==> src/rtl/alu_seq_pkg.sv <==
// Shared types for the alu_seq sequencer: opcodes, FSM state encoding, flag bundle.
// Optional feature macro ALU_SEQ_CARRY_CHAIN_EN is consumed in alu_seq.sv.
package alu_seq_pkg;

  localparam logic [2:0] OP_ADD  = 3'b000;
  localparam logic [2:0] OP_SUB  = 3'b001;
  localparam logic [2:0] OP_COMP = 3'b010;
  localparam logic [2:0] OP_AND  = 3'b011;
  localparam logic [2:0] OP_OR   = 3'b100;
  localparam logic [2:0] OP_NAND = 3'b101;
  localparam logic [2:0] OP_NOR  = 3'b110;
  localparam logic [2:0] OP_XOR  = 3'b111;

  typedef enum logic [1:0] {
    ST_IDLE = 2'd0,
    ST_EXEC = 2'd1,
    ST_RESP = 2'd2
  } state_t;

  typedef struct packed {
    logic c;
    logic ac;
    logic z;
    logic s;
  } flags_t;

endpackage

==> src/rtl/alu_seq_alu_core.sv <==
// Combinational 8-bit ALU: result plus carry/borrow, half-carry/borrow, zero and sign.
module alu_core
  import alu_seq_pkg::*;
(
  input  logic [7:0] i_a,
  input  logic [7:0] i_b,
  input  logic [2:0] i_op,
  input  logic       i_cin,
  output logic [7:0] o_res,
  output logic       o_c,
  output logic       o_ac,
  output logic       o_z,
  output logic       o_s
);

  logic [8:0] w_wide;
  logic [4:0] w_nib;

  always_comb begin
    w_wide = '0;
    w_nib  = '0;
    o_res  = '0;
    o_c    = 1'b0;
    o_ac   = 1'b0;
    case (i_op)
      OP_ADD: begin
        w_wide = {1'b0, i_a} + {1'b0, i_b} + {8'd0, i_cin};
        w_nib  = {1'b0, i_a[3:0]} + {1'b0, i_b[3:0]} + {4'd0, i_cin};
        o_res  = w_wide[7:0];
        o_c    = w_wide[8];
        o_ac   = w_nib[4];
      end
      // Bit 8/bit 4 of the widened difference is the borrow out.
      OP_SUB: begin
        w_wide = {1'b0, i_a} - {1'b0, i_b} - {8'd0, i_cin};
        w_nib  = {1'b0, i_a[3:0]} - {1'b0, i_b[3:0]} - {4'd0, i_cin};
        o_res  = w_wide[7:0];
        o_c    = w_wide[8];
        o_ac   = w_nib[4];
      end
      OP_COMP: o_res = ~i_a;
      OP_AND:  o_res = i_a & i_b;
      OP_OR:   o_res = i_a | i_b;
      OP_NAND: o_res = ~(i_a & i_b);
      OP_NOR:  o_res = ~(i_a | i_b);
      default: o_res = i_a ^ i_b;
    endcase
  end

  assign o_z = (o_res == 8'h00);
  assign o_s = o_res[7];

endmodule

==> src/rtl/alu_seq.sv <==
// Command sequencer around alu_core: 4-entry register file (r0 hardwired to 0), flags, response handshake.
// Define ALU_SEQ_CARRY_CHAIN_EN to let cmd_cin feed the stored carry into ADD/SUB.
module alu_seq
  import alu_seq_pkg::*;
(
  input  logic        clk,
  input  logic        rst_n,
  input  logic        cmd_valid,
  output logic        cmd_ready,
  input  logic [2:0]  cmd_op,
  input  logic [1:0]  cmd_rd,
  input  logic [1:0]  cmd_rs1,
  input  logic [1:0]  cmd_rs2,
  input  logic        cmd_imm_en,
  input  logic [7:0]  cmd_imm,
  input  logic        cmd_cin,
  output logic        rsp_valid,
  input  logic        rsp_ready,
  output logic [7:0]  rsp_res,
  output logic        flag_c,
  output logic        flag_ac,
  output logic        flag_z,
  output logic        flag_s,
  input  logic [1:0]  dbg_addr,
  output logic [7:0]  dbg_data,
  output logic [15:0] op_count
);

  state_t      r_state;
  state_t      w_state_nxt;
  logic [2:0]  r_op;
  logic [1:0]  r_rd;
  logic [7:0]  r_a;
  logic [7:0]  r_b;
  logic        r_cin_req;
  logic [7:0]  r_regs [1:3];
  logic [7:0]  r_res;
  flags_t      r_flags;
  logic [15:0] r_count;

  logic [7:0]  w_rs1_val;
  logic [7:0]  w_rs2_val;
  logic        w_cin_req;
  logic        w_cin;
  logic [7:0]  w_res;
  flags_t      w_flags;

`ifdef ALU_SEQ_CARRY_CHAIN_EN
  assign w_cin_req = cmd_cin && ((cmd_op == OP_ADD) || (cmd_op == OP_SUB));
`else
  logic w_unused_cin;
  assign w_unused_cin = cmd_cin;
  assign w_cin_req    = 1'b0;
`endif

  // Flags only change in EXEC, so flag_c here is the previous operation's carry.
  assign w_cin = r_cin_req & r_flags.c;

  always_comb begin
    w_rs1_val = 8'h00;
    w_rs2_val = 8'h00;
    dbg_data  = 8'h00;
    case (cmd_rs1)
      2'd1:    w_rs1_val = r_regs[1];
      2'd2:    w_rs1_val = r_regs[2];
      2'd3:    w_rs1_val = r_regs[3];
      default: w_rs1_val = 8'h00;
    endcase
    case (cmd_rs2)
      2'd1:    w_rs2_val = r_regs[1];
      2'd2:    w_rs2_val = r_regs[2];
      2'd3:    w_rs2_val = r_regs[3];
      default: w_rs2_val = 8'h00;
    endcase
    case (dbg_addr)
      2'd1:    dbg_data = r_regs[1];
      2'd2:    dbg_data = r_regs[2];
      2'd3:    dbg_data = r_regs[3];
      default: dbg_data = 8'h00;
    endcase
  end

  alu_core u_alu_core (
    .i_a   (r_a),
    .i_b   (r_b),
    .i_op  (r_op),
    .i_cin (w_cin),
    .o_res (w_res),
    .o_c   (w_flags.c),
    .o_ac  (w_flags.ac),
    .o_z   (w_flags.z),
    .o_s   (w_flags.s)
  );

  always_ff @(posedge clk or negedge rst_n) begin
    if (!rst_n) r_state <= ST_IDLE;
    else        r_state <= w_state_nxt;
  end

  always_comb begin
    w_state_nxt = r_state;
    cmd_ready   = 1'b0;
    rsp_valid   = 1'b0;
    case (r_state)
      ST_IDLE: begin
        cmd_ready = 1'b1;
        if (cmd_valid) w_state_nxt = ST_EXEC;
      end
      ST_EXEC: w_state_nxt = ST_RESP;
      ST_RESP: begin
        rsp_valid = 1'b1;
        if (rsp_ready) w_state_nxt = ST_IDLE;
      end
      default: w_state_nxt = ST_IDLE;
    endcase
  end

  always_ff @(posedge clk or negedge rst_n) begin
    if (!rst_n) begin
      r_op      <= OP_ADD;
      r_rd      <= 2'd0;
      r_a       <= 8'h00;
      r_b       <= 8'h00;
      r_cin_req <= 1'b0;
      r_regs[1] <= 8'h00;
      r_regs[2] <= 8'h00;
      r_regs[3] <= 8'h00;
      r_res     <= 8'h00;
      r_flags   <= '0;
      r_count   <= 16'h0000;
    end else begin
      case (r_state)
        ST_IDLE: begin
          if (cmd_valid) begin
            r_op      <= cmd_op;
            r_rd      <= cmd_rd;
            r_a       <= w_rs1_val;
            r_b       <= cmd_imm_en ? cmd_imm : w_rs2_val;
            r_cin_req <= w_cin_req;
          end
        end
        ST_EXEC: begin
          r_res   <= w_res;
          r_flags <= w_flags;
          case (r_rd)
            2'd1:    r_regs[1] <= w_res;
            2'd2:    r_regs[2] <= w_res;
            2'd3:    r_regs[3] <= w_res;
            default: ;
          endcase
        end
        ST_RESP: begin
          if (rsp_ready) r_count <= r_count + 16'd1;
        end
        default: ;
      endcase
    end
  end

  assign rsp_res  = r_res;
  assign flag_c   = r_flags.c;
  assign flag_ac  = r_flags.ac;
  assign flag_z   = r_flags.z;
  assign flag_s   = r_flags.s;
  assign op_count = r_count;

endmodule

==> config.mk <==
export PLATFORM = sky130hd
export DESIGN_NAME = alu_seq
export DESIGN_NICKNAME = d
export VERILOG_FILES = /design/src/rtl/alu_seq_pkg.sv /design/src/rtl/alu_seq_alu_core.sv /design/src/rtl/alu_seq.sv
export SDC_FILE = /design/constraint.sdc
export NUM_CORES = 1
export LEC_CHECK = 0
export ABC_AREA = 1
export CAP_MARGIN = 10
export CORE_UTILIZATION = 52
export CTS_BUF_LIST = sky130_fd_sc_hd__clkbuf_4 sky130_fd_sc_hd__clkbuf_8
export CTS_CLUSTER_SIZE = 25
export DETAILED_ROUTE_END_ITERATION = 10
export PLACE_DENSITY = 0.79
export REMOVE_ABC_BUFFERS = 1
export SETUP_SLACK_MARGIN = 0.2
export SLEW_MARGIN = 20
export SYNTH_ARGS = -nofsm -noshare
export SYNTH_HDL_FRONTEND = slang
export SYNTH_SLANG_ARGS = --single-unit
==> constraint.sdc <==
create_clock -name clk -period 2.04 [get_ports clk]
set_clock_uncertainty 0.05 [all_clocks]
set_input_delay 0.51 -clock clk [delete_from_list [all_inputs] [get_ports clk]]
set_output_delay 0.51 -clock clk [all_outputs]
set_load 0.01 [all_outputs]
[Word-level counts from Yosys, hierarchy flattened]
Index checks and enable logic that the tools add are counted.
Storage, ports and cells
  flip-flop bits (word level): 75
Cells by class
  $add $sub $neg: 5
  equal/unequal tests: 22
  mux-type cells: 12
  bitwise logic cells: 6
  reduce and logical (&&, ||, !) cells: 9
Operators with widths (number)
  8-bit case mux with 3 select lines: 3
  8-bit case mux with 7 select lines: 1
  8-bit NOT: 3
  2-bit == test, second input constant: 9
  16-bit by 1-bit adder with 16-bit output, second input constant: 1
  2-bit AND reduction: 6
  2-bit by 1-bit == test with 1-bit output, second input constant: 5
  8-bit by 8-bit adder with 9-bit output: 1
  3-bit == test, second input constant: 3
  8-bit by 8-bit subtractor with 9-bit output: 1
  8-bit AND: 1
  8-bit logical NOT: 1
  8-bit two-way mux: 1
  8-bit bitwise OR: 1
  8-bit bitwise XOR: 1
  3-bit by 2-bit == test with 1-bit output, second input constant: 2
  2-bit case mux with 3 select lines: 1
  4-bit by 4-bit adder with 5-bit output: 1
  4-bit by 4-bit subtractor with 5-bit output: 1
  2-bit two-way mux: 2
  2-bit inequality test, second input constant: 2
  1-bit case mux with 2 select lines: 2
  3-bit by 1-bit == test with 1-bit output, second input constant: 1
  3-bit logical NOT: 1
  other kinds (2): 3

[Depth between registers and ports, before layout]
Gate-level depths: netlist of run 1.
  depth after elaboration: 4
  depth in mapped cells: 17
  depth with buffers taken out: 17

[Modules after synthesis]
From an unflattened synthesis of run 1, not the netlist that was laid out.
Second synthesis, totals
  cell total of the unflattened synthesis: 794
  area total of the unflattened synthesis: 5413.9 µm²
By module, submodules not included
  alu_seq: times used 1, cells an instance 475, area an instance 3656.0 µm², sequential area each 1876.8 µm²
  alu_core: times used 1, cells an instance 319, area an instance 1757.9 µm², sequential area each 0.0 µm²

[Least setup slack after synthesis of run 1]
Ideal clock, no wire load.
  path type: reg2reg
  from: reg r_op[1]
  to: reg r_flags (netlist bit flag_ac)
  library setup time: 117 ps
  arrival: 1910 ps
  required time: 1873 ps
  setup slack: -38 ps
  cell stages (with the launch flop): 14
  cells stage by stage: dfrtp_1 buf_4 inv_2 buf_6 nand3_2 inv_2 or2_2 xor2_1 ha_1 nand2_1 o21a_1 xnor2_1 nand3_1 nand2_1
Between the ends
  longest elaborated chain between the ends: 2
  elaborated cells on any way between the ends: 3
  those cells by class: eq/ne: 1; mux: 1; reduce/logical: 1
Ends and longest elaborated chain
  from (decl): RTL line alu_seq.sv:31  | logic [2:0] r_op;
  from (signal assigned): RTL line alu_seq.sv:135  | r_op <= cmd_op;
  3-bit by 1-bit == test with 1-bit output / 3-bit logical NOT (equally long branches): RTL line alu_seq_alu_core.sv:25  | case (i_op)
  1-bit case mux with 2 select lines (*): RTL line alu_seq_alu_core.sv:25
  to (signal assigned): RTL line alu_seq.sv:144  | r_flags <= w_flags;
  to (decl): RTL line alu_seq.sv:38  | flags_t r_flags;
Every way passes the cells marked *; elsewhere a longest branch is shown, timed or not.
A chain may end at the register's enable or synchronous reset.

[Worst setup path after layout of run 1]
  from: reg r_a[0]
  to: reg r_res[1], in the netlist rsp_res[1]
Between the ends
  longest elaborated chain between the ends: 2
  elaborated cells on any way between the ends: 3
  those cells by class: add/sub: 2; mux: 1
Ends and longest elaborated chain
  from (decl): RTL line alu_seq.sv:33  | logic [7:0] r_a;
  from (signal assigned): RTL line alu_seq.sv:137  | r_a <= w_rs1_val;
  8-bit by 8-bit subtractor with 9-bit output / 8-bit by 8-bit adder with 9-bit output (equally long branches): RTL line alu_seq_alu_core.sv:35, alu_seq_alu_core.sv:27
  8-bit case mux with 7 select lines (*): RTL line alu_seq_alu_core.sv:25
  to (signal assigned): RTL line alu_seq.sv:143  | r_res <= w_res;
  to (decl): RTL line alu_seq.sv:37  | logic [7:0] r_res;
Marks and branches as above.

==> results of run 1 <==
[cell families (layout without fill, tap and decap cells)]
| logic type | after synthesis | after routing | share of synthesized area [%] |
|---|---|---|---|
| xor gates and xnor gates | 17 | 17 | 2.98 |
| DFF | 74 | 74 | 37.0 |
| and+or+nand+nor | 341 | 341 | 31.6 |
| buffers and inverters | 100 | 253 | 8.08 |
| AOI/OAI and AO/OA | 103 | 103 | 11.9 |
| adders and majority gates | 31 | 31 | 8.05 |
| muxes | 2 | 2 | 0.425 |
[where the power goes]
group          total [mW]  internal (mW)  switching, mW
Sequential           2.52           2.02          0.491
Clock                1.10          0.462          0.640
Combinational        8.31           3.57           4.73
Total                11.9           6.06           5.87
[worst max-delay path: cells and delay by family (launching register included)]
kind	cells	cell delay (ns)
adders and majority gates	2	0.75
buffers and inverters	4	0.39
DFF	1	0.41
AOI/OAI and AO/OA	1	0.12
and+or+nand+nor	5	0.45
[cells in the mapped netlist (all sizes together), types with 9 or more instances]
cell	count	share of area, %
inv	83	6.2
nand4	14	1.8
o21ai	59	5.9
a21oi	19	1.9
nand3	58	7.0
buf	10	1.3
xnor2	9	1.6
nor2	45	4.5
ha	29	7.3
nand2	209	16
o221ai	10	1.8
dfrtp	74	37
[layout make-up]
type / count / area [um^2] / area share, %
repair buffers: 153 / 1360 / 19.1
multi-input cells: 494 / 3210 / 45.2
flip-flops and latches: 74 / 1860 / 26.2
clock buffers: 9 / 124 / 1.75
clock inverters: 7 / 60.1 / 0.847
well taps: 129 / 161 / 2.28
inverters: 84 / 328 / 4.62
[stage by stage]
step	std cells	setup WS, ns	area (um^2)	setup TNS, ns
3_3_place_gp	911	-0.492	6220	-4.66
6_report	950	-0.204	7090	-2.43
4_1_cts	942	-0.0649	6750	-0.119
3_5_place_dp	911	-0.511	6220	-6.09
2_1_floorplan	652	-0.235	4910	-0.235
5_1_grt	950	-0.334	7090	-4.23
[routing by layer]
metal | vias to the layer above | track usage (%) | routed length, um
met1 | 2522 | 40.5 | 6400
met4 | 0 | 11.8 | 482
met3 | 47 | 4.87 | 1240
li1 | 2473 | - | -
met2 | 311 | 52.7 | 8250
met5 | - | 0 | 0
[registers in the layout (all words and copies together) (netlist names)]
signal	count
flag_c	1
r_op	3
r_state	2
r_b	8
r_a	8
flag_z	1
op_count	16
r_rd	2
rsp_res	8
r_regs	24
flag_ac	1
[path summary, 6_finish.rpt]
path,startpoint,end,depth (start not counted)
min in group clk,flag_ac,flag_ac,2
worst max-delay path,r_a[0],rsp_res[1],12
worst max register to register,r_a[0],rsp_res[1],12
max in group asynchronous,rst_n,r_regs[16],2
worst min register to register,flag_ac,flag_ac,2
worst min-delay path,rst_n,op_count[5],2
[timing repair]
action	CTS	global route
resized for setup	159	82
setup endpoints to repair	61	66
gates cloned	0	0
pin swaps	32	26
buffers inserted	15	8
==> impl_metrics.yaml, run 1 <==
route:
  drtAntennaViolNets: 0
  vias: 5353
  wl_mm: 16.4
  wire_per_inst_um: 17.2
  drt-vias-per-instance: 5.63
  drc: 0
  drt_iter0_drc: 405
  firstDrtPassIters: 5
clock_tree:
  cts_max_level: 3
  clock_sinks: 74
  clockBufferDepth: 2
  path_clk_slew_ns: 0.10
  hold_buffers: 0
  cts_tree: "done"
  numCtsBuffers: 9
  cts-root-buf: "clkbuf_8"
  clock_latency_ns: 0.37
job:
  cap_viol_max_count: 0
layout:
  diodes: 0
  area_delta_synth_final_pct: 41.7
  num-nets-final: 872
  postLayoutCoreUtil_pct: 76.4
  drive_gt1_share_pct: 31.3
  fillCellCount: 613
  final_common_cell: "nand2_1"
  final_cell_mix: "nand2_1, buf_4, dfrtp_1"
setup_path:
  critPathSlowestCell: "fa_2"
  cp.required_ns: 2.28
  r2r_slack_ns: -0.20
  startpoint_type: "flop"
  path_class: "flop to flop"
  end_kind: "flop"
  cp.arrival_ns: 2.48
  crit_chain: "inv_2 -> ha_2 -> inv_2 -> fa_2 -> nand4_1 -> nand2_1 -> nor2_1 -> nand2_1 -> nand2_2 -> buf_4 -> buf_6 -> o21ai_2"
  crit_fanout: 4
  critPathMaxStageDelay_ns: 0.54
sta:
  layout_setup_ws_ns: -0.204
  max_freq_ghz: 0.446
  period_share_pct: 110
  relSlewSlack_pct: 67.5
  timing.hold.ws_ns: 0.116
  fin_crit_ns: 2.24
  hold_violations: 0
  tightest_slew_ns: 0.485
  rsz0062_at_grt: "yes"
  setup_viol: 19
  report.final.slew_viol_count: 0
power_and_ir_drop:
  p_per_area_nw_per_um2: 1680
  finalPower_mw: 11.9
  vdd_ir_drop_max_mv: 0.879
  p_leak_nw: 3.68
logic_synthesis:
  synth_cell_types: 39
  synth_warnings: 0
  synthCells: 668
  async_flop_share_pct: 100
  ys_seq_area_share_pct: 37.0
  ys.flop_type: "dfrtp_1"
  synth-edff-count: 0
  synthesis.area_um2: 5000
  synth_seq_cells: 74
  syn_area_per_cell_um2: 7.49
die:
  rows: 35
  io_pins: 63
  die-area_um2: 10000
  fp.dieW_um: 100
  die_h_um: 100
  core_um2: 9280
  initial_utilization_pct: 53.9
global_routing:
  grt_usage_pct: 31.2
  grt_max_degree: 75
  grt_antenna_before_repair: 0
  grt_overflow: 0
  grt_pass1_wl_mm: 24.5
  grt_pass1_vias: 5018
placed_design:
  dp_hpwl_mm: 10.7
  gp_congestion: 1.00
  port_buffers: 61
outcome:
  status: "finished, violations left"
  violations: "setup timing"
worst_hold_path:
  min_path_type: "input port to async pin"
Power figures use the tool's default switching activity.
==> inputs of run 2 (changes only) <==
- SKIP_CTS_REPAIR_TIMING: not set -> 1
==> run 2 against run 1 <==
Effect of this change:
- count of clock-buffer cells in the layout did not move
- worst hold slack got worse by 0.023 ns
- maximum frequency decreased by 0.18%
- core utilization is 0.47 points higher
- clock power barely moved
- sequential share of layout area fell by 0.14 points
- the flow still finishes with violations (setup timing)
- largest power group unchanged
- critical path depth up 3
- die area is the same
- cell count rose by 0.53%
- setup slack got worse by 0.0041 ns
==> impl_metrics.yaml, run 2 (synthesis results as in run 1) <==
layout:
  regMostFlops: "r_regs"
  final_cell_mix: "nand2_1, buf_4, dfrtp_1"
  final_cells: 955
  fillCellCount: 598
  diodes: 0
  final_common_cell: "nand2_1"
  drive_gt1_share_pct: 30.4
  num-nets-final: 877
  area_delta_synth_final_pct: 42.6
  largest_register_ffs: 24
route:
  wire_per_inst_um: 17.8
  drt-vias-per-instance: 5.82
  wl_mm: 17.0
  firstDrtPassIters: 6
  drt_iter0_drc: 415
  drtAntennaViolNets: 0
  vias: 5557
  drc: 0
sta:
  tightest_slew_ns: 0.431
  relSlewSlack_pct: 71.0
  hold_violations: 0
  rsz0062_at_grt: "yes"
  layout_setup_ws_ns: -0.208
  period_share_pct: 110
  max_freq_ghz: 0.445
  report.final.slew_viol_count: 0
  setup_viol: 15
  fin_crit_ns: 2.25
power_and_ir_drop:
  p_seq_share_pct: 21.3
  p_per_area_nw_per_um2: 1670
  intPower_mw: 5.98
  p_sw_mw: 5.90
  p_leak_nw: 3.85
  combPwrFrac_pct: 69.5
  vdd_ir_drop_max_mv: 0.847
  switching_share_pct: 49.7
  clkPwrFrac_pct: 9.2
  finalPower_mw: 11.9
setup_path:
  critPathMaxStageDelay_ns: 0.43
  regToRegEndpoint: "flag_z"
  r2r-start: "r_a[0]"
  cp.arrival_ns: 2.49
  r2r_cells: 15
  end_kind: "flop"
  critPathSlowestCell: "fa_2"
  critPathBufInv: 2
  cp_common_cell: "nand2_1"
  startpoint_type: "flop"
  r2r_slack_ns: -0.21
  cp.depth: 15
  cp.required_ns: 2.28
  startpoint: "r_a[0]"
  crit_chain: "inv_2 -> ha_2 -> inv_2 -> fa_2 -> nand4_1 -> nand2_1 -> nor2_1 -> nand2_1 -> nand2_2 -> nand2_1 -> nor2_1 -> nand2_1 -> nor2_1 -> nand2_1 -> nand2_1"
  critPathCapture: "flag_z"
  crit_family: "simple AND/OR/NAND/NOR gates"
  crit_fanout: 2
  path_class: "flop to flop"
placed_design:
  gp_congestion: 1.00
  port_buffers: 61
  pre_cts_ws_ns: -0.511
  dp_hpwl_mm: 10.7
  dp_cells: 911
clock_tree:
  clock_latency_ns: 0.36
  numCtsBuffers: 9
  cts_max_level: 3
  clock_sinks: 74
  cts_tree: "done"
  clockBufferDepth: 2
  path_clk_slew_ns: 0.10
  cts-root-buf: "clkbuf_8"
die:
  die_h_um: 100
  die-area_um2: 10000
  core_um2: 9280
  rows: 35
  io_pins: 63
  fp.dieW_um: 100
  initial_utilization_pct: 53.9
outcome:
  status: "finished, violations left"
  violations: "setup timing"
global_routing:
  grt_max_degree: 75
  grt_usage_pct: 29.2
  grt_pass1_vias: 4844
  grt_pass1_wl_mm: 22.9
  grt_antenna_before_repair: 0
  grt_overflow: 0
worst_hold_path:
  min_path_type: "input port to async pin"
job:
  cap_viol_max_count: 0
-- run 2: changes by cell type in the layout (fill, tap and decap cells not counted), sizes merged --
cell	previous run	this run
clkbuf	10	13
buf	103	101
dlygate4sd2	9	0
clkdlybuf4s15	1	0
dlymetal6s2s	19	33
-- run 2: final cells by class --
cell class / instances / area (um^2) / share of cell area [%]
multi-input cells: 494 / 3140 / 44.0
flip-flops and latches: 74 / 1860 / 26.0
repair buffers: 158 / 1460 / 20.5
inverters: 84 / 335 / 4.70
well taps: 129 / 161 / 2.26
clock buffers: 9 / 124 / 1.74
clock inverters: 7 / 60.1 / 0.842
-- run 2: through the flow --
stage          setup TNS [ns]  hold slack (ns)  util [%]  cell area (um^2)
6_report                -1.19           0.0926      76.8              7130
5_1_grt                 -2.84            0.135      76.8              7130
4_1_cts                 -6.50            0.129      69.0              6410
3_5_place_dp            -6.09            0.422      67.0              6220
3_3_place_gp            -4.66            0.410      67.0              6220
2_1_floorplan          -0.235            0.164         -              4910
-- run 2: power by group through the flow --
stage / clock, mW / combinational (mW) / sequential [mW]
final: 1.09 / 8.26 / 2.53
after global routing: 1.16 / 8.85 / 2.58
after CTS: 1.10 / 6.30 / 2.47
after detailed placement: 0 / 6.23 / 2.49
after global placement: 0 / 6.09 / 2.47
after floorplan: 0 / 3.35 / 2.56
-- run 2: worst min-delay path by stage --
stage,depth (start not counted),slack [ns],from,end
2_1_floorplan,0,0.16,rst_n,flag_ac
3_3_place_gp,1,0.41,op_count[15],op_count[15]
3_5_place_dp,2,0.42,rsp_res[3],rsp_res[3]
4_1_cts,2,0.13,rst_n,op_count[5]
5_1_grt,2,0.13,rst_n,op_count[1]
6_report,2,0.09,rst_n,op_count[1]
-- run 2: layer usage --
layer / GRT usage (%) / part of all wire [%] / up-vias
met2: 48.8 / 49 / 357
met1: 37.9 / 38 / 2617
met3: 5.36 / 8.0 / 94
li1: - / - / 2489
met5: 0 / 0 / -
met4: 10.9 / 4.9 / 0
-- run 2: worst register-to-register path, delay by kind of cell (launching register included) --
kind                       cells  cell delay [ns]
DFF                            1             0.40
adders and majority gates      2             0.61
buffers and inverters          2             0.12
and+or+nand+nor               11             1.03
